$ cat src/rtl/simple_add_stream_arb.sv
// simple_add_stream_arb
//   Two-requester AXI-Stream arbiter in front of the vadd datapath.
//   The arbiter grants one requester per packet and locks that grant until
//   the tlast beat is accepted. When both requesters are valid at the same
//   time, round-robin picks the one that did not win last. Each beat is
//   forwarded through a single output register. The register empties on
//   its own, so the FSM can issue a new grant while the final beat is
//   still waiting on axis_M.
// Ports:
//   ap_clk, ap_rst_n  clock; reset is active-low. It asserts asynchronously
//                     and is released synchronously inside the block.
//   axis_S0_*         requester 0 input stream (tvalid/tready/tdata/tkeep/tlast/tdest)
//   axis_S1_*         requester 1 input stream
//   axis_M_*          shared output stream (registered, 1-cycle latency)
//   grant_id          requester that owns axis_M; holds its value in IDLE
//   busy              high while a packet is in progress (state == BUSY)
//   pkt_count_0/1     packets completed per requester, wrapping
module simple_add_stream_arb #(
  parameter int C_AXIS_TDATA_WIDTH = 512,
  parameter int C_CNT_WIDTH        = 32
) (
  input  logic                            ap_clk,
  input  logic                            ap_rst_n,

  input  logic                            axis_S0_tvalid,
  output logic                            axis_S0_tready,
  input  logic [C_AXIS_TDATA_WIDTH-1:0]   axis_S0_tdata,
  input  logic [C_AXIS_TDATA_WIDTH/8-1:0] axis_S0_tkeep,
  input  logic                            axis_S0_tlast,
  input  logic [15:0]                     axis_S0_tdest,

  input  logic                            axis_S1_tvalid,
  output logic                            axis_S1_tready,
  input  logic [C_AXIS_TDATA_WIDTH-1:0]   axis_S1_tdata,
  input  logic [C_AXIS_TDATA_WIDTH/8-1:0] axis_S1_tkeep,
  input  logic                            axis_S1_tlast,
  input  logic [15:0]                     axis_S1_tdest,

  output logic                            axis_M_tvalid,
  input  logic                            axis_M_tready,
  output logic [C_AXIS_TDATA_WIDTH-1:0]   axis_M_tdata,
  output logic [C_AXIS_TDATA_WIDTH/8-1:0] axis_M_tkeep,
  output logic                            axis_M_tlast,
  output logic [15:0]                     axis_M_tdest,

  output logic                            grant_id,
  output logic                            busy,
  output logic [C_CNT_WIDTH-1:0]          pkt_count_0,
  output logic [C_CNT_WIDTH-1:0]          pkt_count_1
);

  localparam int KW = C_AXIS_TDATA_WIDTH / 8;

  typedef enum logic {IDLE, BUSY} state_t;

  state_t state, state_next;
  logic   grant_next;
  logic   last_grant, last_grant_next;
  logic   inc_0, inc_1;

  // Reset asserts immediately; release passes through two flops so all
  // other state leaves reset on a clean ap_clk edge.
  logic [1:0] rst_sync;
  logic       rst_n;

  always_ff @(posedge ap_clk or negedge ap_rst_n) begin
    if (!ap_rst_n) rst_sync <= '0;
    else           rst_sync <= {rst_sync[0], 1'b1};
  end

  assign rst_n = rst_sync[1];

  // Selected-requester view of the input streams
  logic                          sel_valid, sel_last, sel_fire, out_free;
  logic [C_AXIS_TDATA_WIDTH-1:0] sel_data;
  logic [KW-1:0]                 sel_keep;
  logic [15:0]                   sel_dest;

  assign busy      = (state == BUSY);
  assign out_free  = ~axis_M_tvalid | axis_M_tready;
  assign axis_S0_tready = busy & ~grant_id & out_free;
  assign axis_S1_tready = busy &  grant_id & out_free;

  assign sel_valid = grant_id ? axis_S1_tvalid : axis_S0_tvalid;
  assign sel_last  = grant_id ? axis_S1_tlast  : axis_S0_tlast;
  assign sel_data  = grant_id ? axis_S1_tdata  : axis_S0_tdata;
  assign sel_keep  = grant_id ? axis_S1_tkeep  : axis_S0_tkeep;
  assign sel_dest  = grant_id ? axis_S1_tdest  : axis_S0_tdest;
  assign sel_fire  = sel_valid & busy & out_free;

  always_ff @(posedge ap_clk or negedge rst_n) begin
    if (!rst_n) begin
      state       <= IDLE;
      grant_id    <= 1'b0;
      last_grant  <= 1'b1;
      pkt_count_0 <= '0;
      pkt_count_1 <= '0;
    end else begin
      state      <= state_next;
      grant_id   <= grant_next;
      last_grant <= last_grant_next;
      if (inc_0) pkt_count_0 <= pkt_count_0 + C_CNT_WIDTH'(1);
      if (inc_1) pkt_count_1 <= pkt_count_1 + C_CNT_WIDTH'(1);
    end
  end

  always_comb begin
    state_next      = state;
    grant_next      = grant_id;
    last_grant_next = last_grant;
    inc_0           = 1'b0;
    inc_1           = 1'b0;
    unique case (state)
      IDLE: begin
        if (axis_S0_tvalid | axis_S1_tvalid) begin
          // on a tie, pick the requester that did not win last time
          grant_next = (axis_S0_tvalid & axis_S1_tvalid) ? ~last_grant : axis_S1_tvalid;
          state_next = BUSY;
        end
      end
      BUSY: begin
        if (sel_fire & sel_last) begin
          state_next      = IDLE;
          last_grant_next = grant_id;
          inc_0           = ~grant_id;
          inc_1           =  grant_id;
        end
      end
    endcase
  end

  // Output register: a new beat reloads it even while the previous beat is
  // leaving, so BUSY sustains one beat per cycle.
  always_ff @(posedge ap_clk or negedge rst_n) begin
    if (!rst_n) begin
      axis_M_tvalid <= 1'b0;
      axis_M_tdata  <= '0;
      axis_M_tkeep  <= '0;
      axis_M_tlast  <= 1'b0;
      axis_M_tdest  <= '0;
    end else if (sel_fire) begin
      axis_M_tvalid <= 1'b1;
      axis_M_tdata  <= sel_data;
      axis_M_tkeep  <= sel_keep;
      axis_M_tlast  <= sel_last;
      axis_M_tdest  <= sel_dest;
    end else if (axis_M_tready) begin
      axis_M_tvalid <= 1'b0;
    end
  end

endmodule

$ cat config.mk
export PLATFORM = sky130hd
export DESIGN_NAME = simple_add_stream_arb
export DESIGN_NICKNAME = d
export VERILOG_FILES = /design/src/rtl/simple_add_stream_arb.sv
export SDC_FILE = /design/constraint.sdc
export NUM_CORES = 1
export LEC_CHECK = 0
export BUFFER_PORTS_ARGS = -buffer_cell sky130_fd_sc_hd__buf_2
export CAP_MARGIN = 10
export CORE_AREA = 2 2 716 718
export DETAILED_ROUTE_END_ITERATION = 7
export DIE_AREA = 0 0 718 720
export HOLD_SLACK_MARGIN = 0.02
export SLEW_MARGIN = 20
export SYNTH_ARGS = -nofsm -noshare
export SYNTH_HDL_FRONTEND = slang
export SYNTH_SLANG_ARGS = --single-unit
$ cat constraint.sdc
create_clock -name ap_clk -period 29.3 [get_ports ap_clk]
set_clock_uncertainty 0.15 [all_clocks]
set_input_delay 0 -clock ap_clk [delete_from_list [all_inputs] [get_ports ap_clk]]
set_output_delay 0 -clock ap_clk [all_outputs]
set_load 0.02 [all_outputs]
==> results of run 1 <==
## kinds of logic after synthesis
group / after synthesis / synth area share (%)
buffers and inverters: 219 / 3.10
other: 1 / 0.0124
XOR/XNOR: 62 / 1.80
AO/OA/AOI/OAI: 597 / 9.97
adder cells (fa/ha/maj): 2 / 0.0830
multiplexers: 594 / 19.7
AND/OR/NAND/NOR: 740 / 10.3
flip-flops: 663 / 55.0
## metrics by stage
stage	hold WS, ns	worst slack, ns
floorplan	-0.446	9.30
global placement	-0.364	22.75
detailed placement	-0.362	22.73
==> metrics.txt, run 1 <==
Yosys top cell area share 54.9%; sequential fraction of the synthesis area 55.0%; Failed at 4_1_cts; Num CTS Buffers 96; Post-DP Area 47,300 µm²; Synth warnings 0; die height 720 µm; Starting Density around 6%; Syn Inst Count around 2.9k; Tool Error [ERROR RSZ-0060] Max buffer count reached.; FF+latch count, synth 663; root buf cell clkbuf_16; Mapped Nets 4,071; Async SR Flop Fraction 100%; Clock Sinks approximately 660; synth cell count leaders dfrtp_1, nand2_1, mux2i_1, o21ai_0, clkbuf_1; Mean Syn Cell Area about 10 µm²; maximum buffer depth of the clock tree 4; dpl cells 11.3k; status did not finish; H-tree Lvls 3; chip width 718 µm; most frequent cell after synthesis dfrtp_1; I/O pin cnt 1,853; cell taking the most area after synthesis dfrtp_1; number of synthesized flops with an enable pin 0; dpl hpwl ~350,000 µm; post-cts hold buffer count 2,293; Post-CTS Setup Bufs 0; Port Buffer Count 1,852; row cnt 262; Resized Gates After CTS 0; GPL Wtd Cong 1.19; count of cell types in the netlist 38; Post-Syn Area 30,200 µm²; most used flip-flop cell after synthesis dfrtp_1; synth top area cells dfrtp_1, mux2i_1, o21ai_0, nand2_1, clkbuf_1
==> inputs of run 2 (changes only) <==
- HOLD_SLACK_MARGIN: 0.02 -> not set
- PLACE_DENSITY_LB_ADDON: not set -> 0.15
==> metrics.txt, run 2 <==
status finished, final reports clean (was did not finish); cell-internal power 3.94 mW; final net count around 8.1k; setup tns final 0 ns; FF+latch count, synth 663 (unchanged); unrepaired setup endpoints after global routing false; Biggest register axis_M_tdata; commonest cells after routing, fill and taps aside dlygate4sd3_1, buf_2, dfrtp_1, nand2_1; chip width 718 µm (unchanged); count of cell types in the netlist 38 (unchanged); synth top area cells dfrtp_1, mux2i_1, o21ai_0, nand2_1, clkbuf_1 (unchanged); Hold Fails Final Rpt 0; crit share post-route around a quarter; Worst EP arrival 8.10 ns; fraction of layout instances using a drive strength above 1 a little under 30%; Tot GR Track Use 14.4%; Syn Inst Count 2,878 (unchanged); Worst Hold Class flip-flop to async pin; CTS tree yes; Num CTS Buffers 104 (was 96); first-pass GRT wire length 481,000 µm; Starting Density 5.93% (unchanged); Tmin final ~7.5 ns; synth cell count leaders dfrtp_1, nand2_1, mux2i_1, o21ai_0, clkbuf_1 (unchanged); Reg clk slew, reported paths 0.07 ns; Comb power frac between 50% and 60%; Async SR Flop Fraction 100% (unchanged); post-cts hold buffer count 2,288 (was 2,293); final setup fails 0; GPL Wtd Cong 1.04 (was 1.19); worst slew pin tran 1.15 ns; Post-Route Utilization 14.6%; Layout Cells excl Fill 14.0k; number of fill cells 58.2k; PD cells 92.3 nW/µm²; Post-CTS Setup Bufs 0 (unchanged); Crit Path Max Fanout 52; Clk network pwr share 19.4%; critical path type flip-flop to flip-flop; register share of total power 23.5%; crit path capture type flip-flop; Via Count 41.3k; sequential fraction of the synthesis area 55.0% (unchanged); Resized Gates After CTS 0 (unchanged); largest net degree at the start of global routing 196; Max IR drop VDD 64.4 µV; Yosys top cell area share 54.9% (unchanged); Max Fclk 133 MHz; Worst Setup Start Kind flip-flop; most frequent cell after synthesis dfrtp_1 (unchanged); root buf cell clkbuf_16 (unchanged); max-slew violations 0; number of global-route vias before repair ~42k; I/O pin cnt 1,853 (unchanged); H-tree Lvls 3 (unchanged); die height 720 µm (unchanged); DRC Markers 0; antenna violations before repair 424; Critical Path RT 29.87 ns; Clock Sinks 663 (unchanged); Mean Syn Cell Area 10.5 µm² (unchanged); Worst-Skew Late Latency approximately 0.84 ns; dpl cells 11.3k (about the same); max reg flops 512; Post-DRT Antenna Nets 0; cell taking the most area after synthesis dfrtp_1 (unchanged); Routed WL 386,000 µm; Starting DRT DRC Count 2,220; most used flip-flop cell after synthesis dfrtp_1 (unchanged); Regs by FF count axis_M_tdata: 512 flops, axis_M_tkeep: 64 flops; number of synthesized flops with an enable pin 0 (unchanged); die area a little over 500,000 µm²; P_sw roughly 3 mW; most common cell after layout, fill and taps aside dlygate4sd3_1; Worst slew margin between 20% and 30%; via/cell ratio 2.94; Switching Fraction 42.6%; leakage dissipation 33.8 nW; Synth warnings 0 (unchanged); row cnt 262 (unchanged); core area about 510,000 µm²; drt first pass iters 5; Mapped Nets 4,071 (unchanged); Area Growth Syn to Fin 147%; WL per Instance 27.5 µm; total grt overflow 0; Post-Syn Area 30,200 µm² (unchanged); maximum buffer depth of the clock tree 4 (unchanged); max cap viols 0; Port Buffer Count 1,852 (unchanged); dpl hpwl 331,000 µm (was 355,000 µm)
[run 2: layout make-up]
cell class / count / area, µm² / area share, %
clock buffer: 160 / 3110 / 4.18
sequential: 663 / 16600 / 22.3
tap: 6732 / 8420 / 11.3
multi-input combinational: 1996 / 12700 / 17.0
clock inverter: 23 / 349 / 0.470
inverter: 9 / 33.8 / 0.0454
antenna: 260 / 651 / 0.875
timing repair buffer: 4179 / 32500 / 43.8
[run 2: per-stage QoR]
step           total power, mW  cell area (µm²)  setup slack, ns  hold WS [ns]
2_1_floorplan             3.04            30200             9.30        -0.446
3_3_place_gp              4.37            47300            22.64        -0.355
3_5_place_dp              4.38            47300            22.56        -0.352
4_1_cts                   6.97            73700            21.71       0.00107
5_1_grt                   7.31            74100            21.40        0.0456
6_report                  6.87            74400            21.77        0.0259
[run 2: logic make-up (layout without fill, tap and decap cells)]
family	count (synthesis)	after routing	synth area share, %
multiplexers	594	594	19.7
buffers and inverters	219	4371	3.10
AND/OR/NAND/NOR	740	740	10.3
other	1	261	0.0124
adder cells (fa/ha/maj)	2	2	0.0830
flip-flops	663	663	55.0
XOR/XNOR	62	62	1.80
AO/OA/AOI/OAI	597	597	9.97
[run 2: critical path: stages, from the launching register on]
cell           delay (ns)
dfrtp_4              0.84
buf_4                0.55
buf_4                0.60
buf_4                0.83
buf_4                0.81
buf_4                0.91
buf_4                0.86
mux2i_1              0.29
dlygate4sd3_1        0.58
o21ai_0              0.07
dlygate4sd3_1        0.59
[run 2: worst paths after layout]
path                                   startpoint           endpoint  slack, ns  cells after the start
worst max-delay path                     grant_id  axis_M_tdata[213]      21.77                     10
worst min-delay path                  rst_sync[1]   axis_M_tdest[10]       0.03                      0
worst max register to register           grant_id  axis_M_tdata[213]      21.77                     10
worst min register to register        rst_sync[1]   axis_M_tdest[10]       0.03                      0
max in group asynchronous             rst_sync[1]   axis_M_tdata[93]      25.11                      5
min in group ap_clk             axis_S0_tkeep[11]   axis_M_tkeep[11]       0.06                      4
[run 2: per-layer routing]
layer | GRT usage [%] | vias up | part of all wire, % | routed length [µm]
met5 | 0 | - | 0.19 | 736
met4 | 4.83 | 114 | 4.2 | 16100
met3 | 4.79 | 769 | 8.9 | 34400
met2 | 24.3 | 1972 | 47 | 181000
met1 | 17.2 | 20000 | 40 | 154000
li1 | - | 18400 | - | -
[run 2: power by group through the flow]
stage	sequential [mW]	clock (mW)	combinational (mW)
after floorplan	2.05	0	0.987
after global placement	1.62	0	2.75
after detailed placement	1.63	0	2.75
after CTS	1.62	1.41	3.95
after global routing	1.67	1.43	4.22
final	1.61	1.34	3.92
No activity file was read; power rests on OpenSTA's default activity.
==> inputs of run 3 (changes only) <==
- clock period: 29.3 -> 7.05 ns (I/O delays scaled with it)
==> metrics.txt, run 3 (synthesized netlist as in run 2, its figures left out) <==
Num CTS Buffers 108 (was 104); Area Growth Syn to Fin 146% (was 147%); Reg clk slew, reported paths 0.06 ns (was 0.07 ns); post-cts hold buffer count 2,282 (was 2,288); DRC Markers 0 (unchanged); first-pass GRT wire length 490,000 µm (was 481,000 µm); crit path capture type flip-flop (unchanged); Via Count 41.4k (was 41.3k); maximum buffer depth of the clock tree 4 (unchanged); total grt overflow 0 (unchanged); commonest cells after routing, fill and taps aside dlygate4sd3_1, buf_2, dfrtp_1, nand2_1, o21ai_0 (was dlygate4sd3_1, buf_2, dfrtp_1, nand2_1); number of global-route vias before repair 43.0k (was 42.3k); worst slew pin tran 1.07 ns (was 1.15 ns); Hold Fails Final Rpt 1 (was 0); Clock Sinks 663 (unchanged); Regs by FF count axis_M_tdata: 512 flops, axis_M_tkeep: 64 flops (unchanged); crit share post-route 66.8% (was 25.7%); final setup fails 0 (unchanged); Worst-Skew Late Latency 0.85 ns (was 0.84 ns); Tot GR Track Use 14.7% (was 14.4%); Port Buffer Count 1,852 (unchanged); Resized Gates After CTS 0 (unchanged); Worst Setup Start Kind flip-flop (unchanged); failing checks negative hold slack; Post-DP Area 47,500 µm² (was 47,300 µm²); Max Fclk 212 MHz (was 133 MHz); R2R cell count 7 (was 10); Routed WL 394,000 µm (was 386,000 µm); Worst slew margin 28.7% (was 23.1%); Min Hold Slack -0.0585 ns (was 0.0259 ns); final net count 8,150 (was 8,146); core area 508,000 µm² (unchanged); Starting DRT DRC Count 2,020 (was 2,220); Max IR drop VDD 261 µV (was 64.4 µV); critical path type flip-flop to flip-flop (unchanged); H-tree Lvls 3 (unchanged); final instance area 74,300 µm² (was 74,400 µm²); leakage dissipation 33.9 nW (was 33.8 nW); unrepaired setup endpoints after global routing false (unchanged); die height 720 µm (unchanged); CTS tree yes (unchanged); fraction of layout instances using a drive strength above 1 29.5% (was 29.3%); drt first pass iters 5 (unchanged); via/cell ratio 2.97 (was 2.94); worst setup margin 2.34 ns (was 21.77 ns); max reg flops 512 (unchanged); Worst EP arrival 5.27 ns (was 8.10 ns); I/O pin cnt 1,853 (unchanged); WL per Instance 28.2 µm (was 27.5 µm); total power 28.9 mW (was 6.87 mW); Tmin final 4.71 ns (was 7.53 ns); row cnt 262 (unchanged); worst hold stages 3; setup tns final 0 ns (unchanged); status finished, violations left (was finished, final reports clean); dpl hpwl 337,000 µm (was 331,000 µm); antenna violations before repair 445 (was 424); Post-DRT Antenna Nets 0 (unchanged); die area 517,000 µm² (unchanged); pre-CTS setup slack 3.49 ns (was 22.56 ns); most common cell after layout, fill and taps aside dlygate4sd3_1 (unchanged); root buf cell clkbuf_16 (unchanged); max-slew violations 0 (unchanged); Post-CTS Setup Bufs 0 (unchanged); PD cells 389 nW/µm² (was 92.3 nW/µm²); GPL Wtd Cong 0.997 (was 1.04); Biggest register axis_M_tdata (unchanged); max cap viols 0 (unchanged); Crit Path Max Fanout 115 (was 52); Starting Density 5.93% (unchanged); largest net degree at the start of global routing 192 (was 196); chip width 718 µm (unchanged); Worst Hold Class input port to flip-flop (was flip-flop to async pin); Critical Path RT 7.61 ns (was 29.87 ns)
-- run 3: cell types whose count changed in the layout (fill, tap and decap cells not counted), moves of 2 or more --
cell / change
buf_12: +6
clkbuf_1: +4
clkbuf_16: +3
clkinv_2: +5
clkinvlp_4: +2
diode_2: -98
dlygate4sd3_1: -6
-- run 3: layout make-up --
type | instances | area [µm²]
Fill cell | 58300 | 434000
Timing Repair Buffer | 4179 | 32600
Sequential cell | 663 | 16600
Multi-Input combinational cell | 1996 | 12700
Tap cell | 6732 | 8420
Clock buffer | 166 | 3180
Clock inverter | 31 | 423
Antenna cell | 162 | 405
Inverter | 9 | 33.8
-- run 3: final timing paths --
path	slack [ns]	to	start
worst min-delay path	-0.06	axis_M_tkeep[1]	axis_S1_tkeep[1]
max in group asynchronous	4.63	axis_M_tdata[86]	rst_sync[1]
worst max register to register	2.34	axis_M_tdata[161]	grant_id
min in group asynchronous	0.13	pkt_count_1[10]	rst_sync[1]
worst min register to register	0.13	pkt_count_1[10]	rst_sync[1]
worst max-delay path	2.34	axis_M_tdata[161]	grant_id
-- run 3: layer usage --
layer  share of wire [%]  up-vias  wire length (µm)  global-route usage [%]
met2                  46     2147            181000                    24.3
met4                 4.3      148             17000                    5.12
met1                  40    19900            158000                    17.2
met5                0.26        -              1010                       0
li1                    -    18400                 -                       -
met3                 9.4      860             36900                    5.90
-- run 3: per-stage QoR --
stage | hold WS [ns] | utilization [%] | instances
2_1_floorplan | -0.446 | - | 2878
3_3_place_gp | -0.362 | 9.34 | 11300
3_5_place_dp | -0.359 | 9.34 | 11300
4_1_cts | 0.00501 | 14.5 | 13800
5_1_grt | 0.0520 | 14.6 | 13800
6_report | -0.0585 | 14.6 | 13900
-- run 3: critical path, stage by stage (launching register included) --
cell,delay (ns)
dfrtp_4,0.69
buf_4,0.49
buf_12,0.50
buf_12,0.71
mux2i_1,0.29
dlygate4sd3_1,0.58
o21ai_0,0.06
dlygate4sd3_1,0.60
-- run 3: report_power, final --
group	leakage [nW]	total (mW)	internal (mW)	switching, mW
Combinational	23.9	16.5	7.54	8.94
Sequential	8.24	6.69	5.53	1.16
Clock	1.77	5.72	3.42	2.30
